--- src/rtl/trace_pkg.sv ---
// Shared definitions for the writeback debug trace transmitter.
//   TRACE_SYNC    : first byte of every frame, used by the sink to resynchronise.
//   frame_bytes() : frame length in bytes for a given register width.
//   trace_state_t : serialiser states.
//   trace_event_t : one captured writeback event at the default 32-bit width.
//                   The top level declares the same layout at its own XLEN.
package trace_pkg;

  localparam logic [7:0] TRACE_SYNC = 8'hA5;

  typedef enum logic [1:0] {
    IDLE = 2'd0,
    SYNC = 2'd1,
    ADDR = 2'd2,
    DATA = 2'd3
  } trace_state_t;

  typedef struct packed {
    logic [4:0]  addr;
    logic [31:0] data;
  } trace_event_t;

  // Sync byte + address byte + XLEN/8 data bytes.
  function automatic int frame_bytes(input int xlen);
    return 2 + xlen / 8;
  endfunction

endpackage

--- src/rtl/trace_fifo.sv ---
// Single-clock FIFO holding captured trace events.
//   clk, rst : clock and asynchronous active-high reset.
//   push     : write wdata; accepted when not full, or when a pop happens on the same edge.
//   pop      : read the oldest entry into rdata; ignored when empty.
//   wdata    : entry to write.
//   rdata    : registered read data; updated only on a pop and held otherwise.
//   full     : DEPTH entries stored.
//   empty    : no entries stored.
// Pointers carry one extra wrap bit. Equal pointers mean empty. Pointers that
// differ only in the wrap bit mean full.
module trace_fifo #(
  parameter int WIDTH = 37,
  parameter int DEPTH = 8
) (
  input  logic             clk,
  input  logic             rst,
  input  logic             push,
  input  logic             pop,
  input  logic [WIDTH-1:0] wdata,
  output logic [WIDTH-1:0] rdata,
  output logic             full,
  output logic             empty
);

  localparam int AW = $clog2(DEPTH);

  logic [WIDTH-1:0] mem [DEPTH];
  logic [AW:0]      wr_ptr_reg;
  logic [AW:0]      rd_ptr_reg;
  logic             do_push;
  logic             do_pop;

  assign empty   = (wr_ptr_reg == rd_ptr_reg);
  assign full    = (wr_ptr_reg[AW] != rd_ptr_reg[AW]) &&
                   (wr_ptr_reg[AW-1:0] == rd_ptr_reg[AW-1:0]);
  assign do_pop  = pop && !empty;
  // A pop on the same edge frees a slot, so a push into a full FIFO still lands.
  assign do_push = push && (!full || do_pop);

  // Storage has no reset, so it can map onto RAM.
  always_ff @(posedge clk) begin
    if (do_push) begin
      mem[wr_ptr_reg[AW-1:0]] <= wdata;
    end
  end

  always_ff @(posedge clk or posedge rst) begin
    if (rst) begin
      wr_ptr_reg <= '0;
      rd_ptr_reg <= '0;
      rdata      <= '0;
    end else begin
      if (do_push) begin
        wr_ptr_reg <= wr_ptr_reg + (AW+1)'(1);
      end
      if (do_pop) begin
        rd_ptr_reg <= rd_ptr_reg + (AW+1)'(1);
        rdata      <= mem[rd_ptr_reg[AW-1:0]];
      end
    end
  end

endmodule

--- src/rtl/wb_trace_tx.sv ---
// Writeback debug trace transmitter.
// Captures register-file write events, queues them, and sends each one as a
// frame: A5, {3'b0, addr}, then the data bytes little-endian.
//   clk, rst   : clock and asynchronous active-high reset.
//   in_valid   : writeback event strobe. in_addr and in_data describe the event.
//   out_data   : frame byte.
//   out_valid  : out_data is valid.
//   out_ready  : sink accepts the byte at this edge.
//   overflow   : sticky flag. At least one event was dropped.
//   drop_count : number of dropped events, saturating at 255.
//   empty      : the FIFO is empty and the serialiser is idle.
// The core is never stalled. An event that arrives while the FIFO is full is
// dropped, unless a pop happens on the same edge.
module wb_trace_tx
  import trace_pkg::*;
#(
  parameter int XLEN  = 32,
  parameter int DEPTH = 8
) (
  input  logic            clk,
  input  logic            rst,
  input  logic            in_valid,
  input  logic [4:0]      in_addr,
  input  logic [XLEN-1:0] in_data,
  output logic [7:0]      out_data,
  output logic            out_valid,
  input  logic            out_ready,
  output logic            overflow,
  output logic [7:0]      drop_count,
  output logic            empty
);

  localparam int NB         = frame_bytes(XLEN);
  localparam int DATA_BYTES = NB - 2;
  localparam int BW         = (DATA_BYTES > 1) ? $clog2(DATA_BYTES) : 1;

  typedef struct packed {
    logic [4:0]      addr;
    logic [XLEN-1:0] data;
  } event_t;

  event_t          wr_event;
  event_t          frame;          // FIFO read register, held for the whole frame
  logic            fifo_full;
  logic            fifo_empty;
  logic            pop;
  logic            push;
  logic            drop;

  trace_state_t    state_reg;
  trace_state_t    state_next;
  logic [BW-1:0]   byte_idx_reg;
  logic [BW-1:0]   byte_idx_next;
  logic            last_byte;
  logic [XLEN-1:0] data_shifted;

  logic            overflow_reg;
  logic [7:0]      drop_count_reg;

  assign wr_event = {in_addr, in_data};
  assign push     = in_valid && (!fifo_full || pop);
  assign drop     = in_valid && fifo_full && !pop;

  // The popped entry lands in the FIFO read register. That register serves as
  // the frame register, because it changes only on the next pop, and the next
  // pop happens only when the current frame ends.
  trace_fifo #(
    .WIDTH ($bits(event_t)),
    .DEPTH (DEPTH)
  ) u_fifo (
    .clk   (clk),
    .rst   (rst),
    .push  (push),
    .pop   (pop),
    .wdata (wr_event),
    .rdata (frame),
    .full  (fifo_full),
    .empty (fifo_empty)
  );

  // State register.
  always_ff @(posedge clk or posedge rst) begin
    if (rst) begin
      state_reg    <= IDLE;
      byte_idx_reg <= '0;
    end else begin
      state_reg    <= state_next;
      byte_idx_reg <= byte_idx_next;
    end
  end

  assign last_byte = (byte_idx_reg == BW'(DATA_BYTES - 1));

  // Next-state logic. This also decides when the FIFO is popped.
  always_comb begin
    state_next    = state_reg;
    byte_idx_next = byte_idx_reg;
    pop           = 1'b0;
    case (state_reg)
      IDLE: begin
        if (!fifo_empty) begin
          pop        = 1'b1;
          state_next = SYNC;
        end
      end
      SYNC: begin
        if (out_ready) begin
          state_next = ADDR;
        end
      end
      ADDR: begin
        if (out_ready) begin
          state_next    = DATA;
          byte_idx_next = '0;
        end
      end
      DATA: begin
        if (out_ready) begin
          if (last_byte) begin
            // Pop the next entry on the edge that sends the last byte, so
            // back-to-back frames run without a gap.
            if (!fifo_empty) begin
              pop        = 1'b1;
              state_next = SYNC;
            end else begin
              state_next = IDLE;
            end
          end else begin
            byte_idx_next = byte_idx_reg + BW'(1);
          end
        end
      end
      default: state_next = IDLE;
    endcase
  end

  assign data_shifted = frame.data >> {byte_idx_reg, 3'b000};

  // Output logic. Outputs are decoded from the state only, so they hold
  // steady while the sink stalls.
  always_comb begin
    out_valid = 1'b0;
    out_data  = 8'h00;
    case (state_reg)
      SYNC: begin
        out_valid = 1'b1;
        out_data  = TRACE_SYNC;
      end
      ADDR: begin
        out_valid = 1'b1;
        out_data  = {3'b000, frame.addr};
      end
      DATA: begin
        out_valid = 1'b1;
        out_data  = data_shifted[7:0];
      end
      default: begin
        out_valid = 1'b0;
        out_data  = 8'h00;
      end
    endcase
  end

  // Drop accounting.
  always_ff @(posedge clk or posedge rst) begin
    if (rst) begin
      overflow_reg   <= 1'b0;
      drop_count_reg <= 8'h00;
    end else if (drop) begin
      overflow_reg <= 1'b1;
      if (drop_count_reg != 8'hFF) begin
        drop_count_reg <= drop_count_reg + 8'd1;
      end
    end
  end

  assign overflow   = overflow_reg;
  assign drop_count = drop_count_reg;
  assign empty      = fifo_empty && (state_reg == IDLE);

endmodule

--- config.mk ---
export PLATFORM = sky130hd
export DESIGN_NAME = wb_trace_tx
export DESIGN_NICKNAME = d
export VERILOG_FILES = /design/src/rtl/trace_pkg.sv /design/src/rtl/trace_fifo.sv /design/src/rtl/wb_trace_tx.sv
export SDC_FILE = /design/constraint.sdc
export NUM_CORES = 1
export LEC_CHECK = 0
export CAP_MARGIN = 20
export CORE_MARGIN = 4
export CORE_UTILIZATION = 50
export DETAILED_ROUTE_END_ITERATION = 6
export MAX_ROUTING_LAYER = met4
export PLACE_DENSITY = 0.67
export RECOVER_POWER = 25
export SYNTH_ARGS = -nofsm -noshare
export SYNTH_HDL_FRONTEND = slang
export SYNTH_SLANG_ARGS = --single-unit
--- constraint.sdc ---
create_clock -name clk -period 9.3 [get_ports clk]
set_clock_uncertainty 0.1 [all_clocks]
set_input_delay 1.395 -clock clk [delete_from_list [all_inputs] [get_ports clk]]
set_output_delay 1.395 -clock clk [all_outputs]
set_load 0.03 [all_outputs]
# Word-level counts from Yosys, hierarchy flattened
# Memories as Yosys holds them, arrays and structs flattened. A register that Yosys moved wholly into a read port is not among the register bits.
# Cells that the tools add are included.
# W data, S select, Z words.
# totals
ram_bits,296
out_inout_bits,19
in_bits,41
regBits,21
word_cells,63
memories,1
# classes
n_eq_ne,14
shifts,1
add_sub_neg,4
muxes,19
n_reduce_logical,18
# mem_list
name,depth,word_bits,read_ports,rd_ports_with_merged_regs,wr,line,text
u_fifo.mem,8,37,1,1,1,trace_fifo.sv:27,logic [WIDTH-1:0] mem [DEPTH];
# ops
cell,n
$shr A32 B5 Y8,1
$pmux W8 S3,1
$mux W2,8
$ne A2 B2 Y1 const B,6
$add A4 B1 Y4 const B,2
$add A8 B1 Y8 const B,1
$ne A8 B8 Y1 const B,1
$pmux W2 S4,1
$logic_and A1 B1 Y1,7
$mux W1,7
$eq A2 B2 Y1 const B,3
$reduce_and A5 Y1,1
$eq A4 B4 Y1,1
$pmux W2 S2,1
$reduce_and A4 Y1,1
$eq A3 B3 Y1,1
$logic_not A1 Y1,3
$reduce_or A3 Y1,1
$add A2 B1 Y2 const B,1
$eq A2 B1 Y1 const B,1
$logic_not A2 Y1,1
$logic_or A1 B1 Y1,2
$pmux W1 S2,1
$reduce_and A2 Y1,1
2 further kinds,2

# Longest topological paths before layout
# Gate-level depths: netlist of the first run.
# depth
ltp_word,10
depth_mapped,10
ltp_nobuf,7

# Modules after synthesis
# From an unflattened synthesis of the first run, not the netlist that was laid out.
# unflattened
cells_unflattened,710
hier_area_um2,13963.4
# modules_own_cells
module,instances,area_per_inst_um2,seq_area_each_um2,cells_per_inst
trace_fifo,1,12887.4,10014.6,602
wb_trace_tx,1,1076.0,325.3,108

# Worst setup path before layout of the first run
# OpenSTA, ideal clock, no wires.
# synth_timing
path_type,input port to flip-flop
from,input port out_ready
to,"memory u_fifo.mem[2][0], enable pin"
stages,5
slack_ns,2.707
t_required_ns,8.663
arrival_time_ns,5.956
setup_time_ns,0.537
path_buffers,0
path_cell_list,a31oi_1 -> nor2_1 -> or2_1 -> nand2_4 -> nor4b_1
# synth_via
elab_chain_cells,7
word_cells_on_any_way,9
classes_between,4 x mux; 5 x reduce/logical
# synth_lines
item,line,text
"start, declared",wb_trace_tx.sv:27,"input logic out_ready,"
$mux W1 (*),wb_trace_tx.sv:118,if (out_ready) begin
$pmux W1 S2 (*),wb_trace_tx.sv:99,case (state_reg)
$logic_or A1 B1 Y1 or $logic_and A1 B1 Y1 (tied branches),"wb_trace_tx.sv:61, trace_fifo.sv:36",
$logic_and A1 B1 Y1 or $logic_or A1 B1 Y1 (tied branches),"wb_trace_tx.sv:61, trace_fifo.sv:38",
$logic_and A1 B1 Y1 (*),trace_fifo.sv:38,assign do_push = push && (!full || do_pop);
$mux W1 (*),trace_fifo.sv:42,if (do_push) begin
$mux W1 (implied by the code) (*),trace_fifo.sv:43,mem[wr_ptr_reg[AW-1:0]] <= wdata;
"end, declared",trace_fifo.sv:27,
# Mark *: on every way between the ends. The rest lies on a longest branch, timed or not.

# Final worst setup path of the first run
# layout_timing
from,register u_fifo.rd_ptr_reg[0]
to,output port empty
# layout_via
elab_chain_cells,2
# layout_lines
item,line,text
"start, declared",trace_fifo.sv:29,logic [AW:0] rd_ptr_reg;
"start signal, assigned",trace_fifo.sv:57,rd_ptr_reg <= rd_ptr_reg + (AW+1)'(1);
$eq A4 B4 Y1,trace_fifo.sv:33,assign empty = (wr_ptr_reg == rd_ptr_reg);
$logic_and A1 B1 Y1,wb_trace_tx.sv:179,assign empty = fifo_empty && (state_reg == IDLE);
"end, declared",wb_trace_tx.sv:30,output logic empty
# Every way passes these cells.

==> metrics.yaml, run 1 <==
die:
  core-area_um2: 27180
  die_w_um: 174.7
  start_util: 0.5116
  io_pins: 60
  row_count: 60
  die-area_um2: 30540
  die_h_um: 174.7
clock_network:
  tritoncts: "done"
  cts_buffer_depth: 3
  cts_sinks: 354
  h-tree-depth: 2
  root_buffer: "clkbuf_16"
  clk_latency_ns: 0.51
  cts_made_buffers: 37
  postCtsResizedCells: 0
  cts.clk_slew.worst_paths_ns: 0.06
  ctsHoldBuffers: 0
  post_cts_buffers: 0
sta:
  fmax_ghz: 0.2205
  drv_slew: 0
  hold_viol: 0
  period_needed_ns: 4.535
  tightestPinTransition_ns: 0.8107
  timing.setup.tns_ns: 0
  rsz0062_at_grt: "no"
  finalSetupViolations: 0
  finalCritPeriodShare: 0.4876
  slew_headroom: 0.4595
critical_path:
  arrival_ns: 3.04
  start_kind: "flip-flop"
  rrSetupSlack_ns: 6.02
  crit_fanout: 29
  r2r_end: "u_fifo.mem[4][11]$_DFFE_PP_"
  crit_required_ns: 7.81
  crit_type: "reg2out"
  worstReg2RegStart: "state_reg[1]$_DFFE_PP0P_"
  r2r_cells: 7
  worstSetupEndpointType: "output port"
routing:
  wl_per_cell_um: 23.16
  drc: 0
  drt_iter0_markers: 569
  drt_wl_total_um: 27240
  vias_per_cell: 5.678
  vias: 6677
  first_pass_iters: 5
  postRouteAntennaNets: 0
power_and_ir_drop:
  switchingPower_mw: 1.590
  finalPower_mw: 5.143
  seqPwrFrac: 0.437
  sw_frac_of_total: 0.3091
  pwr-share-clk: 0.269
  leakagePower_nw: 5.528
  ir_worst_vdd_mv: 0.1415
  pwr_density_cell_nw_per_um2: 318.5
  power_frac_comb: 0.294
  internal_power_mw: 3.553
placement:
  io_buffers: 59
  gp_congestion: 0.8095
  place_hpwl_um: 15790
  dp_cells: 1107
logic_synthesis:
  syn_area_um2: 13900
  ys_seq_elements: 354
  synth_edf_count: 296
  synthesis.nets: 747
  ys_warn_count: 0
  ys.flop_type: "edfxtp_1"
  synth.top_cells.by_area: "edfxtp_1 64%, mux4_2 13%, dfrtp_1 10%"
  async_reset_ff_frac: 0.1638
  synth_top_area_frac: 0.6394
  ys_seq_area_frac: 0.7438
  syn_avg_cell_area_um2: 19.95
  yosys.area.top_type: "edfxtp_1"
  yosysUniqueCellTypes: 41
  syn_inst: 697
final_layout:
  largest_register_ffs: 296
  syn2layout_area_growth_pct: 16.15
  finalNonFillerCells: 1176
  mostFrequentLayoutCells: "296 x edfxtp_1, 82 x mux4_2, 55 x dfrtp_1"
  drive_above_1_share: 0.2316
  fin_util: 0.5942
  layout_commonest_cell: "edfxtp_1"
  layout.nets: 826
worst_hold_path:
  hold_path_end: "overflow$_DFFE_PP0P_"
  min_path_type: "reg2reg"
  worstHoldStart: "overflow$_DFFE_PP0P_"
  hold_depth: 1
grt:
  grt_pass1_vias: 7211
  antenna_found_initial: 1
  grt_use_total: 0.1894
  grt_pass1_wl_um: 43080
  grt-ovfl-total: 0
  grt_max_degree: 79
job:
  drv_cap: 0
status:
  status: "finished clean"
## cell type report
type | instances | area (µm²)
Antenna cell | 1 | 2.502
Clock buffer | 47 | 994.7
Clock inverter | 19 | 157.7
Fill cell | 1978 | 11030
Inverter | 7 | 26.28
Multi-Input combinational cell | 298 | 3381
Sequential cell | 354 | 10350
Tap cell | 372 | 465.4
Timing Repair Buffer | 78 | 773.2
## per-stage QoR
stage / hold slack (ns) / cell area (µm²) / setup WS, ns
final: 0.3659 / 16150 / 4.765
after CTS: 0.3732 / 16090 / 4.742
after global placement: 0.3410 / 14940 / 5.250
after floorplan: 0.3437 / 13900 / 2.707
after detailed placement: 0.3604 / 14940 / 5.194
after global routing: 0.3975 / 16140 / 4.570
## Yosys cell counts (all sizes together) (4+ instances only)
cell and n:
a31oi 6, nand4 5, nand2b 4, clkbuf 14, edfxtp 296, inv 7
nand3 5, o21ai 42, xnor2 8, dfrtp 58, nor2 12, ha 9
xor2 7, buf 24, mux2i 38, mux4 82, mux2 5, nor3 4
nand2 53
## power groups by stage
stage | Clock, mW | Combinational, mW | Sequential, mW
after floorplan | 0 | 1.16 | 2.18
after global placement | 0 | 1.48 | 2.26
after detailed placement | 0 | 1.51 | 2.28
after CTS | 1.42 | 1.52 | 2.25
after global routing | 1.50 | 1.64 | 2.28
final | 1.39 | 1.51 | 2.25
## worst max-delay path, cell delays in order (launching register included)
cell             delay, ns
dfrtp_4               0.80
xor2_1                0.17
nor4b_1               0.62
nand2_1               0.20
inv_1                 0.09
clkdlybuf4s50_1       0.67
## cells by family (layout without fill, tap and decap cells)
family	after synthesis	in the layout	share of synthesized area
adders and majority gates	9	9	0.008100
other	0	1	0
and+or+nand+nor	93	93	0.03186
AOI/OAI and AO/OA	56	56	0.02592
DFF	354	354	0.7438
muxes	125	125	0.1643
xor gates and xnor gates	15	15	0.009450
buffers and inverters	45	151	0.01665
## layer usage
layer / GRT usage / part of all wire / routed length [µm] / up-vias
li1: - / - / - / 2964
met1: 0.2563 / 0.42 / 11520 / 3494
met2: 0.3074 / 0.51 / 13800 / 174
met3: 0.03051 / 0.050 / 1352 / 45
met4: 0.04812 / 0.021 / 572 / 0
met5: - / 0 / 0 / -
## worst max path at each step
stage	startpoint	to	slack (ns)	cells after the start
final	u_fifo.rd_ptr_reg[0]$_DFFE_PP0P_	empty	4.76	5
after CTS	u_fifo.rd_ptr_reg[0]$_DFFE_PP0P_	empty	4.74	5
after global routing	u_fifo.rd_ptr_reg[0]$_DFFE_PP0P_	empty	4.57	5
after global placement	out_ready	u_fifo.mem[5][20]$_DFFE_PP_	5.25	6
after detailed placement	out_ready	u_fifo.mem[4][20]$_DFFE_PP_	5.19	7
after floorplan	out_ready	u_fifo.mem[2][0]$_DFFE_PP_	2.71	5
Note: power is estimated with default switching activity, not from simulation.
==> run 2, diff against run 1 <==
clock period = 4.4 ns   (was 9.3 ns; I/O delays follow)
==> metrics.yaml, run 2 (synthesis gave the netlist of run 1 again) <==
status:
  status: "finished clean"
clock_network:
  h-tree-depth: 2
  postCtsResizedCells: 0
  tritoncts: "done"
  ctsHoldBuffers: 0
  cts_buffer_depth: 3
  cts_made_buffers: 36
  root_buffer: "clkbuf_16"
  cts.clk_slew.worst_paths_ns: 0.06
  clk_latency_ns: 0.51
  cts_sinks: 354
  post_cts_buffers: 0
critical_path:
  crit_required_ns: 3.64
  cp-startpoint: "u_fifo.wr_ptr_reg[2]$_DFFE_PP0P_"
  worstPathCellList: "xor2_1, nor4b_1, nand2_1, inv_1, clkdlybuf4s50_1"
  crit_fanout: 8
  start_kind: "flip-flop"
  slowest_stage: "dfrtp_1"
  crit_type: "reg2out"
  cp_slowest_stage_delay_ns: 0.68
  worstReg2RegStart: "byte_idx_reg[0]$_DFFE_PP0P_"
  worstSetupEndpointType: "output port"
  arrival_ns: 2.78
grt:
  grt-ovfl-total: 0
  grt_use_total: 0.1858
  antenna_found_initial: 0
  grt_max_degree: 45
  grt_pass1_wl_um: 42210
  grt_pass1_vias: 7081
job:
  drv_cap: 0
die:
  die_w_um: 174.7
  row_count: 60
  die_h_um: 174.7
  start_util: 0.5116
  die-area_um2: 30540
  core-area_um2: 27180
  io_pins: 60
routing:
  first_pass_iters: 5
  drt_iter0_markers: 542
  vias_per_cell: 5.686
  postRouteAntennaNets: 0
  drc: 0
  drt_wl_total_um: 26810
  vias: 6664
  wl_per_cell_um: 22.87
power_and_ir_drop:
  ir_worst_vdd_mv: 0.4071
  finalPower_mw: 10.78
  leakagePower_nw: 5.503
  pwr_density_cell_nw_per_um2: 670.5
sta:
  drv_slew: 0
  finalCritPeriodShare: 0.8036
  hold_viol: 0
  tightestPinTransition_ns: 0.9143
  rsz0062_at_grt: "no"
  finalSetupViolations: 0
  fmax_ghz: 0.2828
  period_needed_ns: 3.536
  slew_headroom: 0.3896
worst_hold_path:
  min_path_type: "reg2reg"
  worstHoldStart: "overflow$_DFFE_PP0P_"
final_layout:
  syn2layout_area_growth_pct: 15.70
  mostFrequentLayoutCells: "296 x edfxtp_1, 82 x mux4_2, 55 x dfrtp_1"
  num_antenna_cells: 0
  drive_above_1_share: 0.2250
  finish.instance_area_um2: 16080
  layout_commonest_cell: "edfxtp_1"
  layout.nets: 825
  largest_register_ffs: 296
placement:
  gp_congestion: 0.9047
  io_buffers: 59
  place_hpwl_um: 16200
  placed_cell_area_um2: 14980
==> run 2: layout make-up <==
type | count | area [µm²]
timing repair buffer | 78 | 733.2
fill | 1975 | 11090
clock buffer | 45 | 955.9
sequential | 354 | 10350
clock inverter | 18 | 146.4
multi-input combinational | 298 | 3411
tap | 372 | 465.4
inverter | 7 | 26.28
==> run 2: final timing paths <==
kind                                                end  slack, ns  cells after the start
max                                               empty       0.86                      5
min                                overflow$_DFFE_PP0P_       0.38                      1
max reg2reg                 u_fifo.mem[5][22]$_DFFE_PP_       0.89                      6
min reg2reg                        overflow$_DFFE_PP0P_       0.38                      1
max in group asynchronous  u_fifo.rdata[25]$_DFFE_PP0P_       2.86                      3
min in group asynchronous   u_fifo.rdata[5]$_DFFE_PP0P_       0.58                      2
==> run 2: worst max-delay path, delay by kind of cell (launching register included) <==
kind / cells / cell delay [ns]
simple gates: 2 / 0.69
buf+inv: 2 / 0.74
flops: 1 / 0.68
xor+xnor: 1 / 0.16
==> run 2: per-stage QoR <==
stage | std cells | setup TNS [ns] | utilization | setup slack [ns] | hold WS [ns]
floorplan | 697 | -18.50 | - | -0.2500 | 0.3437
finish | 1172 | 0 | 0.5919 | 0.8644 | 0.3834
global route | 1172 | 0 | 0.5919 | 0.6046 | 0.3954
detailed placement | 1109 | 0 | 0.5513 | 0.7040 | 0.3650
global placement | 1109 | 0 | 0.5513 | 0.8037 | 0.3451
CTS | 1172 | 0 | 0.5919 | 0.8337 | 0.3790
==> run 2: power by group <==
group	total, mW	internal [mW]	switching (mW)
Sequential	4.69	4.33	0.366
Combinational	3.25	1.44	1.81
Clock	2.85	1.66	1.18
Total	10.8	7.43	3.36
==> run 2: per-layer routing <==
metal / global-route usage / vias to the layer above / part of all wire
li1: - / 2960 / -
met1: 0.2549 / 3475 / 0.44
met2: 0.2957 / 178 / 0.50
met3: 0.02769 / 51 / 0.041
met4: 0.05401 / 0 / 0.023
met5: - / - / 0
==> run 3, diff against run 2 <==
clock period = 3.58 ns   (was 4.4 ns; I/O delays follow)
==> metrics.yaml, run 3 (synthesis gave the netlist of run 1 again) <==
final_layout:
  layout_commonest_cell: "edfxtp_1"
  syn2layout_area_growth_pct: 16.72
  fillers: 1971
  num_antenna_cells: 0
  finish.instance_area_um2: 16230
  finalNonFillerCells: 1181
  largest_register_ffs: 296
  fin_util: 0.5971
  layout.nets: 833
  mostFrequentLayoutCells: "296 x edfxtp_1, 82 x mux4_2, 55 x dfrtp_1"
  drive_above_1_share: 0.2349
power_and_ir_drop:
  seqPwrFrac: 0.425
  leakagePower_nw: 5.579
  ir_worst_vdd_mv: 0.4695
  internal_power_mw: 9.268
  sw_frac_of_total: 0.3080
  power_frac_comb: 0.308
  pwr-share-clk: 0.267
  pwr_density_cell_nw_per_um2: 825.3
  switchingPower_mw: 4.124
clock_network:
  clk_latency_ns: 0.50
  tritoncts: "done"
  ctsHoldBuffers: 0
  postCtsResizedCells: 0
  cts.clk_slew.worst_paths_ns: 0.06
  root_buffer: "clkbuf_16"
  h-tree-depth: 2
  cts_buffer_depth: 3
  cts_made_buffers: 37
  post_cts_buffers: 0
  cts_sinks: 354
sta:
  rsz0062_at_grt: "no"
  tightestPinTransition_ns: 0.9361
  whs_ns: 0.3694
  hold_viol: 0
  slew_headroom: 0.3753
  period_needed_ns: 3.344
  finalSetupViolations: 0
  timing.setup.tns_ns: 0
  drv_slew: 0
  fmax_ghz: 0.2991
  finalCritPeriodShare: 0.9339
critical_path:
  r2r_end: "u_fifo.mem[3][17]$_DFFE_PP_"
  cp-startpoint: "u_fifo.wr_ptr_reg[2]$_DFFE_PP0P_"
  crit_fanout: 8
  cp-endpoint: "empty"
  crit_required_ns: 2.94
  arrival_ns: 2.71
  crit_type: "reg2out"
  worstReg2RegStart: "state_reg[1]$_DFFE_PP0P_"
  r2r_cells: 6
  start_kind: "flip-flop"
  worstPathCellList: "xor2_1, nor4b_1, buf_4, nand2_1, inv_1, clkdlybuf4s50_1"
  cp_slowest_stage_delay_ns: 0.68
  rrSetupSlack_ns: 0.53
  worstSetupEndpointType: "output port"
  slowest_stage: "dfrtp_1"
die:
  die_w_um: 174.7
  io_pins: 60
  core-area_um2: 27180
  row_count: 60
  die_h_um: 174.7
  die-area_um2: 30540
  start_util: 0.5116
routing:
  wl_per_cell_um: 22.85
  drt_iter0_markers: 524
  drt_wl_total_um: 26980
  postRouteAntennaNets: 0
  vias_per_cell: 5.655
  first_pass_iters: 5
  drc: 0
  vias: 6678
status:
  status: "finished clean"
placement:
  dp_cells: 1116
  io_buffers: 59
  gp_congestion: 0.8389
  placed_cell_area_um2: 15100
  place_hpwl_um: 16580
grt:
  grt_use_total: 0.1876
  grt_pass1_wl_um: 42690
  grt-ovfl-total: 0
  antenna_found_initial: 0
  grt_pass1_vias: 7147
  grt_max_degree: 78
worst_hold_path:
  min_path_type: "reg2reg"
job:
  drv_cap: 0
## run 3: changes by cell type in the layout (fill, tap and decap cells not counted), moves of 2 or more
cell,delta
buf_4,+2
inv_6,-2
dlygate4sd3_1,-4
clkinv_2,+5
clkinv_1,-2
clkdlybuf4s50_1,+4
buf_12,+5
## run 3: power by group through the flow
stage / combinational, mW / sequential (mW) / clock, mW
2_1_floorplan: 3.03 / 5.64 / 0
3_3_place_gp: 4.11 / 5.72 / 0
3_5_place_dp: 4.22 / 5.77 / 0
4_1_cts: 4.23 / 5.69 / 3.66
5_1_grt: 4.50 / 5.76 / 3.86
6_report: 4.13 / 5.69 / 3.57
## run 3: final cells by class
cell class                 count  area (µm²)  area share
multi-input combinational    298        3411      0.2102
timing repair buffer          85       848.3     0.05228
sequential                   354       10350      0.6376
tap                          372       465.4     0.02868
inverter                       7       26.28    0.001619
clock buffer                  45       955.9     0.05891
clock inverter                20       173.9     0.01072
## run 3: metrics by stage
stage / power [mW] / worst slack, ns
final: 13.39 / 0.2365
after CTS: 13.58 / 0.2615
after global placement: 9.823 / 0.3495
after detailed placement: 9.985 / 0.3027
after global routing: 14.12 / 0.1128
after floorplan: 8.667 / -1.070
## run 3: layer usage
layer / track usage / up-vias / routed length [µm]
li1: - / 2972 / -
met2: 0.3071 / 154 / 13760
met4: 0.03993 / 0 / 408
met3: 0.03267 / 30 / 1244
met1: 0.2531 / 3522 / 11570
met5: - / - / 0
## run 3: how the worst min path moves through the flow
stage	start	endpoint	slack [ns]	depth (start not counted)
after CTS	rst	byte_idx_reg[0]$_DFFE_PP0P_	0.32	2
after global routing	u_fifo.rdata[15]$_DFFE_PP0P_	u_fifo.rdata[15]$_DFFE_PP0P_	0.41	2
final	overflow$_DFFE_PP0P_	overflow$_DFFE_PP0P_	0.37	1
after floorplan	u_fifo.rdata[16]$_DFFE_PP0P_	u_fifo.rdata[16]$_DFFE_PP0P_	0.34	2
after global placement	overflow$_DFFE_PP0P_	overflow$_DFFE_PP0P_	0.35	1
after detailed placement	overflow$_DFFE_PP0P_	overflow$_DFFE_PP0P_	0.36	1
## run 3: critical path: cells and delay by family (launching register included)
kind	cells	cell delay, ns
xor+xnor	1	0.17
simple gates	2	0.44
flops	1	0.68
buf+inv	3	0.91
